===== src/rtl/uart_pkg.sv =====
// rtl/uart_pkg.sv - shared state encoding and baud divisor helper for the UART receive path
package uart_pkg;

  typedef enum logic [2:0] {
    IDLE,
    START,
    DATA,
    STOP,
    BREAK
  } rx_state_e;

  // Rounded clocks-per-bit so odd clock/baud ratios land on the nearest integer.
  function automatic int f_div(input int clk_hz, input int baud);
    return (clk_hz + baud / 2) / baud;
  endfunction

endpackage


===== src/rtl/uart_rx_word_assembler_if.sv =====
// rtl/uart_rx_word_assembler_if.sv - word-side strobes and data of the UART word assembler
interface uart_rx_word_assembler_if;
  logic        valid;
  logic [31:0] data;
  logic        frame_err;
  logic        drop;

  modport master (output valid, data, frame_err, drop);
  modport slave  (input  valid, data, frame_err, drop);
endinterface


===== src/rtl/uart_rx_byte.sv =====
// rtl/uart_rx_byte.sv - 8N1 byte receiver: rxd synchroniser, edge detect and framing FSM
module uart_rx_byte
  import uart_pkg::*;
#(
  parameter int P_DIV = 16
) (
  input  logic       clk,
  input  logic       rst_n,
  input  logic       rxd,
  output logic       byte_vld,
  output logic [7:0] byte_data,
  output logic       frame_err,
  output logic       idle,
  output logic       fall
);

  localparam int P_HALF = P_DIV / 2;
  localparam int CW     = $clog2(P_DIV + 1);

  logic          sync1, rx_s, rx_d;
  rx_state_e     state, state_nxt;
  logic [CW-1:0] baud_cnt;
  logic [2:0]    bit_cnt;
  logic [7:0]    shreg;
  logic          baud_done;

  // Preset high so reset looks like an idle line and never fakes a start edge.
  always_ff @(posedge clk or negedge rst_n) begin
    if (!rst_n) begin
      sync1 <= 1'b1;
      rx_s  <= 1'b1;
      rx_d  <= 1'b1;
    end else begin
      sync1 <= rxd;
      rx_s  <= sync1;
      rx_d  <= rx_s;
    end
  end

  assign fall      = rx_d & ~rx_s;
  assign idle      = (state == IDLE);
  assign byte_data = shreg;

  always_comb begin
    baud_done = (state == START) ? (baud_cnt == CW'(P_HALF - 1))
                                 : (baud_cnt == CW'(P_DIV - 1));
  end

  always_ff @(posedge clk or negedge rst_n) begin
    if (!rst_n) state <= IDLE;
    else        state <= state_nxt;
  end

  always_comb begin
    state_nxt = state;
    byte_vld  = 1'b0;
    frame_err = 1'b0;
    case (state)
      IDLE:  if (fall) state_nxt = START;
      START: if (baud_done) state_nxt = rx_s ? IDLE : DATA;
      DATA:  if (baud_done && bit_cnt == 3'd7) state_nxt = STOP;
      STOP: begin
        if (baud_done) begin
          if (rx_s) begin
            byte_vld  = 1'b1;
            state_nxt = IDLE;
          end else begin
            frame_err = 1'b1;
            state_nxt = BREAK;
          end
        end
      end
      BREAK: if (rx_s) state_nxt = IDLE;
      default: state_nxt = IDLE;
    endcase
  end

  always_ff @(posedge clk or negedge rst_n) begin
    if (!rst_n) begin
      baud_cnt <= '0;
      bit_cnt  <= '0;
      shreg    <= '0;
    end else if (state == IDLE) begin
      baud_cnt <= '0;
      bit_cnt  <= '0;
    end else if (baud_done) begin
      baud_cnt <= '0;
      if (state == DATA) begin
        shreg   <= {rx_s, shreg[7:1]};
        bit_cnt <= bit_cnt + 3'd1;
      end
    end else begin
      baud_cnt <= baud_cnt + CW'(1);
    end
  end

endmodule


===== src/rtl/uart_rx_word_assembler.sv =====
// rtl/uart_rx_word_assembler.sv - packs received UART bytes into 32-bit words with idle-timeout discard
module uart_rx_word_assembler
  import uart_pkg::*;
#(
  parameter int P_CLK_HZ       = 148500000,
  parameter int P_BAUD         = 115200,
  parameter int P_TIMEOUT_BITS = 40
) (
  input  logic                      i_clk,
  input  logic                      i_rst_n,
  input  logic                      i_uart_rxd,
  uart_rx_word_assembler_if.master  word
);

  localparam int P_DIV = f_div(P_CLK_HZ, P_BAUD);
  localparam int P_TO  = P_TIMEOUT_BITS * P_DIV;
  localparam int TW    = $clog2(P_TO + 1);

  logic          byte_vld, frame_err, idle, fall;
  logic [7:0]    byte_data;
  logic [1:0]    cnt;
  logic [23:0]   lanes;
  logic [TW-1:0] to_cnt;
  logic          to_hit;

  uart_rx_byte #(.P_DIV(P_DIV)) u_byte (
    .clk       (i_clk),
    .rst_n     (i_rst_n),
    .rxd       (i_uart_rxd),
    .byte_vld  (byte_vld),
    .byte_data (byte_data),
    .frame_err (frame_err),
    .idle      (idle),
    .fall      (fall)
  );

  // A start edge in the expiry cycle suppresses the drop: the word is still alive.
  assign to_hit = idle && (cnt != 2'd0) && !fall && (to_cnt == TW'(P_TO - 1));

  always_ff @(posedge i_clk or negedge i_rst_n) begin
    if (!i_rst_n) begin
      word.valid     <= 1'b0;
      word.data      <= '0;
      word.frame_err <= 1'b0;
      word.drop      <= 1'b0;
      cnt            <= '0;
      lanes          <= '0;
    end else begin
      word.valid     <= 1'b0;
      word.frame_err <= frame_err;
      word.drop      <= 1'b0;
      if (byte_vld) begin
        case (cnt)
          2'd0: lanes[7:0]   <= byte_data;
          2'd1: lanes[15:8]  <= byte_data;
          2'd2: lanes[23:16] <= byte_data;
          default: begin
            word.data  <= {byte_data, lanes};
            word.valid <= 1'b1;
          end
        endcase
        cnt <= cnt + 2'd1;
      end else if (to_hit) begin
        cnt       <= '0;
        word.drop <= 1'b1;
      end
    end
  end

  always_ff @(posedge i_clk or negedge i_rst_n) begin
    if (!i_rst_n)                                   to_cnt <= '0;
    else if (!idle || cnt == 2'd0 || fall || to_hit) to_cnt <= '0;
    else                                            to_cnt <= to_cnt + TW'(1);
  end

endmodule

===== src/flat_wrapper.sv =====
// flat-port wrapper written by rule: the top's interface ports become plain ports
module uart_rx_word_assembler_flat import uart_pkg::*;
#(
  parameter int P_CLK_HZ       = 148500000,
  parameter int P_BAUD         = 115200,
  parameter int P_TIMEOUT_BITS = 40
)
  (i_clk, i_rst_n, i_uart_rxd, word_valid, word_data, word_frame_err, word_drop);
  uart_rx_word_assembler_if word_i ();
  input  logic i_clk;
  input  logic i_rst_n;
  input  logic i_uart_rxd;
  output wire logic [$bits(word_i.valid)-1:0] word_valid;
  output wire logic [$bits(word_i.data)-1:0] word_data;
  output wire logic [$bits(word_i.frame_err)-1:0] word_frame_err;
  output wire logic [$bits(word_i.drop)-1:0] word_drop;
  assign word_valid = word_i.valid;
  assign word_data = word_i.data;
  assign word_frame_err = word_i.frame_err;
  assign word_drop = word_i.drop;
  uart_rx_word_assembler #(.P_CLK_HZ(P_CLK_HZ), .P_BAUD(P_BAUD), .P_TIMEOUT_BITS(P_TIMEOUT_BITS)) u_core (.i_clk(i_clk), .i_rst_n(i_rst_n), .i_uart_rxd(i_uart_rxd), .word(word_i));
endmodule

===== config.mk =====
export PLATFORM = sky130hd
export DESIGN_NAME = uart_rx_word_assembler_flat
export DESIGN_NICKNAME = d
export VERILOG_FILES = /design/src/rtl/uart_pkg.sv /design/src/rtl/uart_rx_word_assembler_if.sv /design/src/rtl/uart_rx_byte.sv /design/src/rtl/uart_rx_word_assembler.sv /design/src/flat_wrapper.sv
export SDC_FILE = /design/constraint.sdc
export NUM_CORES = 1
export LEC_CHECK = 0
export CAP_MARGIN = 20
export CORE_ASPECT_RATIO = 0.5
export CORE_MARGIN = 8
export CORE_UTILIZATION = 60
export CTS_BUF_LIST = sky130_fd_sc_hd__clkbuf_4
export CTS_CLUSTER_DIAMETER = 50
export DETAILED_ROUTE_END_ITERATION = 8
export DONT_BUFFER_PORTS = 1
export PLACE_DENSITY = 0.76
export SYNTH_ARGS = -nofsm -noshare
export SYNTH_HDL_FRONTEND = slang
export SYNTH_HIERARCHICAL = 1
export SYNTH_SLANG_ARGS = --single-unit
export TNS_END_PERCENT = 50

===== constraint.sdc =====
create_clock -name i_clk -period 3.18 [get_ports i_clk]
set_input_delay 0.318 -clock i_clk [delete_from_list [all_inputs] [get_ports i_clk]]
set_output_delay 0.318 -clock i_clk [all_outputs]
set_load 0.01 [all_outputs]

==> reports/results.txt, run 1 <==
initial antenna violation count: 0
via count: 2738
CTS Buffer Depth: 2
clock slew at reported path FFs: 0.15 ns
leading cell type in the layout, fill and taps excluded: dfrtp_1
outcome: finished clean
die width: 138.7 µm
post-DP HPWL: 5288 µm
worst-path maximum fanout: 13
DR vias/cell: 5.901
Period minus WS final: 2.971 ns
Async S/R FF share, synth: 100.0%
H-Tree Depth: 3
Mapped Area: 0.004514 mm²
top_reg_cell synth: dfrtp_1
Rows: 22
GR Overflow Total: 0
Max Freq: 336.6 MHz
WS Path Type: reg -> reg
Setup crit start kind: flop
TritonCTS clock tree: done
Ant. Diodes: 0
max-slew violation count: 0
first drt pass iteration count: 4
GRT Overall Usage: 15.51%
first-pass GRT wire length: 13640 µm
pin count of the biggest net entering global routing: 106
leak pwr: 2.262 nW
Tot Pwr: 2.446 mW
number of global-route vias before repair: 2751
RePlAce Congestion: 0.8227
setup violators final: 0
Design Area, Final: 0.004792 mm²
Sink Count: 105
final setup TNS: 0 ns
final cell count without fillers: 464
Core Area: 0.007322 mm²
register bit total from synthesis: 105
initial core utilization: 61.65%
root buf cell: clkbuf_4
Post CTS Setup Buffer Count: 0
die area: 0.01072 mm²
net count after synthesis: 369
Tcrit/Tclk final: 93.42%
final setup skew: 0.01346 ns
Routed Antenna Nets: 0
YS warnings: 6
final hold violation count: 0
Pwr Density: 510.4 mW/mm²
CP arrival: 3.32 ns
area grow syn2layout: 6.153%
io pins: 38
number of nets in the layout: 374
CTS buffer count: 9
layout cells sized above 1: 23.10%
Seq/Total Area, Yosys: 58.29%
Worst Max-Slew Pin Slew: 0.9671 ns
Iter 0 DRT Violations: 187
dpl cell area: 0.004599 mm²
Filler cells: 546
routed len/inst: 17.00 µm
RSZ-0062 raised after global routing: false
DP Cell Count: 445
number of flops mapped to enable cells by yosys: 0
hold crit path type: reg -> reg
most frequent cells in the layout: dfrtp_1 (102), mux2_2 (56), nor2_1 (25)
DRC: 0
Max VDD drop: 0.0002647 V
Syn Area/Cell: 12.61 µm²
Die Ht: 77.34 µm
port buffer count: 0
Worst slew margin: 35.09%
count of different cell masters after synthesis: 46
max-cap violation count: 0
WL final: 7889 µm
Worst-Skew Late Latency: 0.46 ns
critical path data required time: 3.53 ns
post-synthesis cell count: 358
CP Capture Type: flop
synth_stat cells, types with 3 or more instances:
library cell	instances	area, µm²
a21oi_1	4	20.02
buf_2	7	35.03
clkbuf_1	4	15.01
dfrtp_1	102	2552
dfstp_2	3	78.83
ha_1	8	100.1
inv_1	14	52.55
mux2_1	8	90.09
mux2_2	56	630.6
nand2_1	14	52.55
nand3_1	12	60.06
nand4_1	5	31.28
nor2_1	25	93.84
nor3_1	20	100.1
nor4_1	7	43.79
o21ai_0	6	30.03
o311ai_0	3	26.28
xnor2_1	18	157.7
xor2_1	4	35.03
per-stage QoR:
stage	setup WS (ns)	hold slack (ns)	utilization (%)
finish	0.2092	0.3695	65.45
global route	0.01012	0.3341	65.45
CTS	0.2245	0.3416	65.45
detailed placement	0.2568	0.02471	62.82
global placement	0.3845	0.02565	62.82
floorplan	0.4470	0.02241	-
power breakdown:
part / leakage, nW / switching (mW) / internal, mW
Combinational: 0.742 / 0.157 / 0.114
Clock: 0.0778 / 0.442 / 0.250
Sequential: 1.44 / 0.0929 / 1.39
kinds of logic (layout without fill, tap and decap cells):
logic type,count (synthesis),in the layout,share of synthesized area [%]
simple gates,109,109,13.11
compound gates,24,24,3.714
buf+inv,26,36,2.439
xor+xnor,22,22,4.268
fa+ha+maj,8,8,2.217
flops,105,105,58.29
mux,64,64,15.96
worst max-delay path, stage by stage (launching register included):
cell and delay [ns]:
dfrtp_1 0.54, or3b_1 0.50, or4_1 0.52, a21oi_1 0.21, and3_1 0.36, nand2_1 0.35, mux2_2 0.37
path summary, 6_finish.rpt:
path                                        endpoint  depth (start not counted)  slack [ns]                   start
max                                  u_core/lanes[9]                          6        0.21  u_core/u_byte/state[1]
min                               u_core/u_byte/rx_s                          0        0.37     u_core/u_byte/sync1
max reg2reg                          u_core/lanes[9]                          6        0.21  u_core/u_byte/state[1]
min reg2reg                       u_core/u_byte/rx_s                          0        0.37     u_core/u_byte/sync1
max in group asynchronous         u_core/u_byte/rx_d                          2        2.34                 i_rst_n
min in group asynchronous  u_core/u_byte/baud_cnt[7]                          2        0.45                 i_rst_n
final cells by class:
type                       count  area [µm²]  area share [%]
clock buffer                   9       67.56           1.410
timing repair buffer           6       70.07           1.462
multi-input combinational    227        1773           37.00
sequential                   105        2631           54.91
clock inverter                 7       77.57           1.619
tap                           96       120.1           2.507
inverter                      14       52.55           1.097
per-layer routing:
| metal | share of wire (%) | GRT usage (%) | vias up |
|---|---|---|---|
| li1 | - | - | 1280 |
| met1 | 46 | 19.08 | 1398 |
| met2 | 48 | 25.18 | 52 |
| met3 | 5.2 | 6.349 | 8 |
| met4 | 0.89 | 4.017 | 0 |
| met5 | 0 | 0 | - |
flip-flops by register name, indices dropped and copies added, names as in the netlist, 2 cells and up:
register / count
u_core/to_cnt: 16
u_core/word.data: 32
u_core/u_byte/byte_data: 8
u_core/cnt: 2
u_core/u_byte/state: 3
u_core/u_byte/bit_cnt: 3
u_core/lanes: 24
u_core/u_byte/baud_cnt: 11
repair_timing:
action	4_1_cts	5_1_grt
hold endpoints to repair	106	0
resized for setup	0	0
hold buffers	3	0
(Power assumes the default switching activity.)
==> run 2, diff against run 1 <==
--- a/config.mk
+++ b/config.mk
@@ -13,6 +13,7 @@
 export CTS_CLUSTER_DIAMETER = 50
 export DETAILED_ROUTE_END_ITERATION = 8
 export DONT_BUFFER_PORTS = 1
+export HOLD_SLACK_MARGIN = 0.03
 export PLACE_DENSITY = 0.76
 export SYNTH_ARGS = -nofsm -noshare
 export SYNTH_HDL_FRONTEND = slang
==> results of run 2 <==
The final DEF is identical to that of run 1; final timing and power are the same.
